<file path="src/rtl/pad_in_pkg.sv">
// Shared definitions for pad input conditioning: default filter sizing and the
// event bundle handed to pinmux/gpio.
package pad_in_pkg;

    localparam int DefaultFilterCycles = 4;
    localparam int DefaultGlitchCntW   = 8;

    typedef struct packed {
        logic stable;
        logic rise;
        logic fall;
    } pad_in_evt_t;

endpackage

</file>
<file path="src/rtl/prim_flop_2sync.sv">
// Two-stage synchronizer for bringing an asynchronous signal into the clk domain.
module prim_flop_2sync #(
    parameter int              Width      = 1,
    parameter logic [Width-1:0] ResetValue = '0
) (
    input  logic             clk,
    input  logic             rst,
    input  logic [Width-1:0] d,
    output logic [Width-1:0] q
);

    logic [Width-1:0] meta;

    always_ff @(posedge clk) begin
        if (rst) begin
            meta <= ResetValue;
            q    <= ResetValue;
        end else begin
            meta <= d;
            q    <= meta;
        end
    end

endmodule

</file>
<file path="src/rtl/pad_in_filter.sv">
// Pad input conditioning: synchronize, optionally reject short glitches, and
// report the filtered level with edge pulses and a saturating glitch count.
module pad_in_filter
    import pad_in_pkg::*;
#(
    parameter int Cycles     = DefaultFilterCycles,
    parameter int GlitchCntW = DefaultGlitchCntW
) (
    input  logic                  clk_i,
    input  logic                  rst_i,
    input  logic                  in_i,
    input  logic                  filter_en_i,
    input  logic                  glitch_clr_i,
    output logic                  sync_o,
    output logic                  stable_o,
    output logic                  rise_o,
    output logic                  fall_o,
    output logic [GlitchCntW-1:0] glitch_cnt_o
);

    localparam int CntW = $clog2(Cycles + 1);
    localparam logic [CntW-1:0]       CntMax    = CntW'(Cycles);
    localparam logic [CntW-1:0]       CntCommit = CntW'(Cycles - 1);
    localparam logic [GlitchCntW-1:0] GlitchMax = '1;

    logic                  sync;
    logic                  cand;
    logic [CntW-1:0]       cnt;
    logic                  stable;
    logic                  stable_d;
    logic                  rise;
    logic                  fall;
    logic [GlitchCntW-1:0] glitch_cnt;
    logic                  changed;
    logic                  glitch;
    pad_in_evt_t           evt;

    prim_flop_2sync #(
        .Width      (1),
        .ResetValue (1'b0)
    ) u_sync (
        .clk (clk_i),
        .rst (rst_i),
        .d   (in_i),
        .q   (sync)
    );

    assign changed = (sync != cand);
    // A pending level change that is abandoned before reaching Cycles samples.
    assign glitch  = filter_en_i && changed && (cand != stable) && (cnt < CntMax);

    always_ff @(posedge clk_i) begin
        if (rst_i) begin
            cand   <= 1'b0;
            cnt    <= '0;
            stable <= 1'b0;
        end else if (!filter_en_i) begin
            cand   <= sync;
            cnt    <= CntMax;
            stable <= sync;
        end else if (changed) begin
            cand <= sync;
            cnt  <= CntW'(1);
        end else if (cnt < CntMax) begin
            cnt <= cnt + CntW'(1);
            if (cnt == CntCommit && cand != stable) begin
                stable <= cand;
            end
        end
    end

    always_ff @(posedge clk_i) begin
        if (rst_i) begin
            stable_d <= 1'b0;
            rise     <= 1'b0;
            fall     <= 1'b0;
        end else begin
            stable_d <= stable;
            rise     <= stable & ~stable_d;
            fall     <= ~stable & stable_d;
        end
    end

    // Clear wins over a simultaneous increment.
    always_ff @(posedge clk_i) begin
        if (rst_i || glitch_clr_i) begin
            glitch_cnt <= '0;
        end else if (glitch && glitch_cnt != GlitchMax) begin
            glitch_cnt <= glitch_cnt + GlitchCntW'(1);
        end
    end

    assign evt          = '{stable: stable, rise: rise, fall: fall};
    assign sync_o       = sync;
    assign stable_o     = evt.stable;
    assign rise_o       = evt.rise;
    assign fall_o       = evt.fall;
    assign glitch_cnt_o = glitch_cnt;

endmodule

</file>
<file path="config.mk">
export PLATFORM = sky130hd
export DESIGN_NAME = pad_in_filter
export DESIGN_NICKNAME = d
export VERILOG_FILES = /design/src/rtl/pad_in_pkg.sv /design/src/rtl/prim_flop_2sync.sv /design/src/rtl/pad_in_filter.sv
export SDC_FILE = /design/constraint.sdc
export NUM_CORES = 1
export LEC_CHECK = 0
export ABC_AREA = 1
export CORE_MARGIN = 2
export CORE_UTILIZATION = 49
export DETAILED_ROUTE_END_ITERATION = 7
export PLACE_DENSITY = 0.84
export SETUP_SLACK_MARGIN = 0.1
export SLEW_MARGIN = 20
export SYNTH_ARGS = -nofsm -noshare
export SYNTH_HDL_FRONTEND = slang
export SYNTH_SLANG_ARGS = --single-unit
export TNS_END_PERCENT = 50
</file>
<file path="constraint.sdc">
create_clock -name clk_i -period 1.8 [get_ports clk_i]
set_clock_uncertainty 0.2 [all_clocks]
set_input_delay 0.36 -clock clk_i [delete_from_list [all_inputs] [get_ports clk_i]]
set_output_delay 0.36 -clock clk_i [all_outputs]
set_load 0.1 [all_outputs]
</file>
* Word-level counts from Yosys, hierarchy flattened
Index checks and enable logic that the tools add are counted.
Word-level totals: bits in registers 18, input bits 5, logic and storage cells 47
Operators by class: add/subtract/negate cells 2, order comparisons 1, eq/ne operators 9, muxes and demuxes 9, bitwise gates (word level) 5, reduce and logical (&&, ||, !) cells 10
Operators with widths (count):
- $mux 3 | 3
- $add 8x1->8 const B | 1
- $ne 8x8->1 const B | 1
- $mux 1 | 6
- $ne 2x1->1 const B | 3
- $logic_and 1x1->1 | 5
- $add 3x1->3 const B | 1
- $eq 3x2->1 const B | 1
- $lt 3x3->1 const B | 1
- $ne 3x1->1 const B | 1
- $not 1->1 | 3
- $reduce_and 3->1 | 1
- $reduce_or 3->1 | 1
- $and 1x1->1 | 2
- $ne 1x1->1 | 2
- $ne 2x2->1 const B | 1
- $reduce_bool 2->1 | 1
- $reduce_or 2->1 | 1
- $logic_or 1x1->1 | 1

* Logic depth before layout (Yosys ltp)
depth after elaboration 6, depth in mapped cells 9

* Modules after synthesis
A second synthesis with hierarchy kept.
Second synthesis, totals: cells, all modules 133, area total of the unflattened synthesis 907.1 µm²
By module, submodules not included:
- pad_in_filter | instances 1, cells each 127, area an instance 852.1 µm², seq. area each 320.3 µm²
- prim_flop_2sync | instances 1, cells each 6, area an instance 55.1 µm², seq. area each 40.0 µm²

* Least setup slack after synthesis
OpenSTA, ideal clock, no wires.
kind reg-to-reg, start point register glitch_cnt[1] (netlist: glitch_cnt_o[1]), end point register glitch_cnt[4] (netlist: glitch_cnt_o[4]), setup time 70 ps, data arrival time 1929 ps, data required time 1530 ps, path slack -399 ps, stages on the path, launching flop included 8, clock period less this slack 2199 ps, cells stage by stage dfxtp_1 -> ha_1 -> inv_1 -> nor2_2 -> nand2_1 -> nand2_1 -> nand2_1 -> a21oi_1
On the way: word-level cells in the longest chain between the ends 2, elaborated cells on any way between the ends 3, those cells by class 1 x add/sub; 1 x eq/ne; 1 x reduce/logical
RTL lines:
- start, declared | RTL line pad_in_filter.sv:33 | logic [GlitchCntW-1:0] glitch_cnt;
- start signal, assigned | RTL line pad_in_filter.sv:89 | glitch_cnt <= glitch_cnt + GlitchCntW'(1);
- parallel branches: the longest is 2 deep, another holds $add 8x1->8
Several ways; the timed one is not identified. A chain may end at the register's enable or synchronous reset.

* Worst setup path in the final report
start point register glitch_cnt[0] (netlist: glitch_cnt_o[0]), end point register glitch_cnt[6] (netlist: glitch_cnt_o[6])
Same word-level chain as after synthesis.

==> run_results.csv <==
group,metric,value,unit
floorplanning,io_pins,17,
min_path,min_path_type,"reg -> reg",
timing,timing.hold.ws,0.212,ns
pwr,p_leak,0.514,nW
floorplanning,dieArea,2160,um2
pwr,power.switching,0.000170,W
status,status,"finished, final reports clean",
timing,finalSetupTns,0,ns
timing,final-setup-viol-count,0,
setup_path,r2r-end,"glitch_cnt_o[6]$_SDFFE_PP0P_",
detailed_routing,wl,1810,um
pwr,swShare,24.9,%
synth,synth-main-ff-cell,"dfxtp_1",
setup_path,worstRegToRegCells,9,
synth,synthTopCellsByCount,"33 x nand2_1, 18 x dfxtp_1, 18 x inv_1",
setup_path,critPathArrivalTime,1.62,ns
layout,layout.nets,152,
setup_path,crit_path_cell_trace,"ha_1 -> inv_1 -> nor2_2 -> nand2_2 -> buf_4 -> nand3_2 -> nand2_1 -> inv_1 -> nor2_1",
synth,synthTopCellsByArea,"dfxtp_1 41%, nand2_1 14%, inv_1 7.6%",
place,preCtsSetupSlack,-0.0306,ns
clock_tree,clockBufferDepth,2,
setup_path,slowest_stage,"dfxtp_4",
timing,drv_slew,0,
synth,async_reset_ff_share,0,%
pwr,cellInternalPower,0.000512,W
synth,yosysMostFrequentCell,"nand2_1",
setup_path,startpoint,"glitch_cnt_o[0]$_SDFFE_PP0P_",
grt,grt_max_degree,11,
pwr,powerDensity,540,nW/um2
detailed_routing,ant_nets,0,
layout,diodes,0,
setup_path,crit_fanout,6,
timing,max_clock_freq,619,MHz
place,port_buffers,16,
pwr,p_comb_share,9.9,%
setup_path,cp.required,1.80,ns
detailed_routing,avgRoutedWirePerCell,10.7,um
job,drv_cap,0,
clock_tree,clock-root-buffer,"clkbuf_4",
timing,max_slew_margin,78.3,%
setup_path,critPathLaunchType,"flop",
layout,area_growth,42.7,%
clock_tree,clock-sinks,18,
setup_path,cpMostUsedCell,"inv_1",
grt,grt_pass1_vias,763,
clock_tree,hold_buffers,0,
setup_path,worstSetupPathType,"reg -> reg",
pwr,power.share.sequential,59.9,%
pwr,p_clk_share,30.2,%
clock_tree,insertion_delay,0.30,ns
detailed_routing,viasPerCell,4.96,
grt,grt_overflow,0,
synth,syn_area,886,um2
synth,synth_top_area_cell,"dfxtp_1",
synth,syn_nets,128,
setup_path,slowest_delay,0.39,ns
floorplanning,die_h,46.5,um
synth,synth-edff-count,0,
setup_path,reg2reg_from,"glitch_cnt_o[0]$_SDFFE_PP0P_",
setup_path,critPathCapture,"glitch_cnt_o[6]$_SDFFE_PP0P_",
clock_tree,cts_tree,"built",
grt,grt_pass1_wl,2990,um
layout,final_cell_count_no_fill,169,
synth,synth_top_area_share,40.7,%
floorplanning,die_width,46.5,um
clock_tree,cts_buffers,3,
clock_tree,htreeDepth,1,
grt,grt_usage,19.8,%
place,place.gp.congestion,0.771,
place,dpl.cell_count,165,
detailed_routing,num_vias,838,
detailed_routing,drtIter0Drc,14,
timing,hold_viol,0,
timing,fin_ws,0.186,ns
synth,synth_cells,121,
detailed_routing,drc,0,
setup_path,cp-end-kind,"flop",
synth,yosysSeqAreaShare,40.7,%
floorplanning,num_rows,15,
grt,antenna_found_initial,0,
synth,syn_avg_cell_area,7.32,um2
timing,fin_crit,1.61,ns
setup_path,worst-path-stages,9,
synth,synth-seq-cells,18,
timing,tightest_slew,0.323,ns
synth,synthDistinctLibCells,24,
timing,rsz0062_at_grt,"no",
synth,yosys_warnings,0,
min_path,worstHoldStart,"u_sync.meta$_SDFF_PP0_",
pwr,ir_drop,0.537,mV
place,dp_hpwl,1460,um
floorplanning,start_util,51.9,%
clock_tree,clkTransAtPathRegs,0.10,ns
layout,drive_gt1_share,29.2,%
detailed_routing,drt_pass1_iterations,4,
setup_path,path_buf_inv,3,
floorplanning,core-area,1710,um2
setup_path,r2r_setup_slack,0.19,ns
setup_path,cp_top_family,"simple AND/OR/NAND/NOR gates",
timing,period_share,89.7,%
power by group through the flow:
stage                     clock network [W]  registers [W]  logic [W]
final                              0.000206       0.000409  0.0000676
after detailed placement                  0       0.000418  0.0000679
after CTS                          0.000218       0.000409  0.0000680
after global placement                    0       0.000418  0.0000649
after global routing               0.000224       0.000410  0.0000745
after floorplan                           0       0.000428  0.0000282
cell families after synthesis:
family / after synthesis / synth area share, %
flops: 18 / 40.7
buf+inv: 21 / 10.6
simple gates: 67 / 36.6
xor+xnor: 2 / 1.98
compound gates: 11 / 7.35
fa+ha+maj: 2 / 2.82
sequential cells by signal, indices dropped and copies added (netlist names):
signal / flops
u_sync.q: 1
stable_d: 1
glitch_cnt_o: 8
stable_o: 1
rise_o: 1
cnt: 3
fall_o: 1
u_sync.meta: 1
cand: 1
routing by layer:
layer	share of wire, %	GRT usage [%]	vias to the layer above
met2	55	34.2	19
li1	-	-	430
met5	0	0	-
met4	1.6	12.0	0
met1	39	23.0	385
met3	4.3	2.35	4
worst min path at each step:
stage | endpoint | slack [ns] | cells past startpoint
finish | u_sync.q$_SDFF_PP0_ | 0.21 | 2
global route | rise_o$_SDFF_PP0_ | 0.24 | 1
CTS | u_sync.q$_SDFF_PP0_ | 0.22 | 2
detailed placement | u_sync.q$_SDFF_PP0_ | 0.20 | 2
global placement | u_sync.q$_SDFF_PP0_ | 0.19 | 2
floorplan | u_sync.q$_SDFF_PP0_ | 0.18 | 2
stage by stage:
step	util [%]	cell area, um2	total power [W]
after floorplan	-	906	0.000457
after global placement	72.2	1230	0.000483
after detailed placement	72.2	1230	0.000486
after CTS	73.7	1260	0.000695
after global routing	74.0	1260	0.000709
final	74.0	1260	0.000682
tightest hold or removal path: stages (launching register included):
cell     delay [ns]
dfxtp_1        0.31
inv_1          0.05
nor2_1         0.03
cells in the final DEF, fill, tap and decap left out, types with 3 or more instances in the layout:
master           count
clkbuf_4             3
nand3_2              3
a21oi_1              6
buf_12              12
nand2_1             31
nand2_2              3
dfxtp_2              7
buf_4                5
dfxtp_1              8
clkdlybuf4s50_1      4
nand3_1              7
nor2_1              13
dfxtp_4              3
inv_1               18
cell type report:
cell class                      count  area [um2]
Clock buffer                        3        22.5
Clock inverter                      1        3.75
Fill cell                         123         444
Inverter                           19        71.3
Multi-Input combinational cell     82         437
Sequential cell                    18         380
Tap cell                           25        31.3
Timing Repair Buffer               21         318
repair_timing:
action                     4_1_cts  5_1_grt
setup endpoints to repair        0        8
gates resized for setup          0        2
buffers inserted                 0        0
Note: power is estimated with default switching activity, not from simulation.
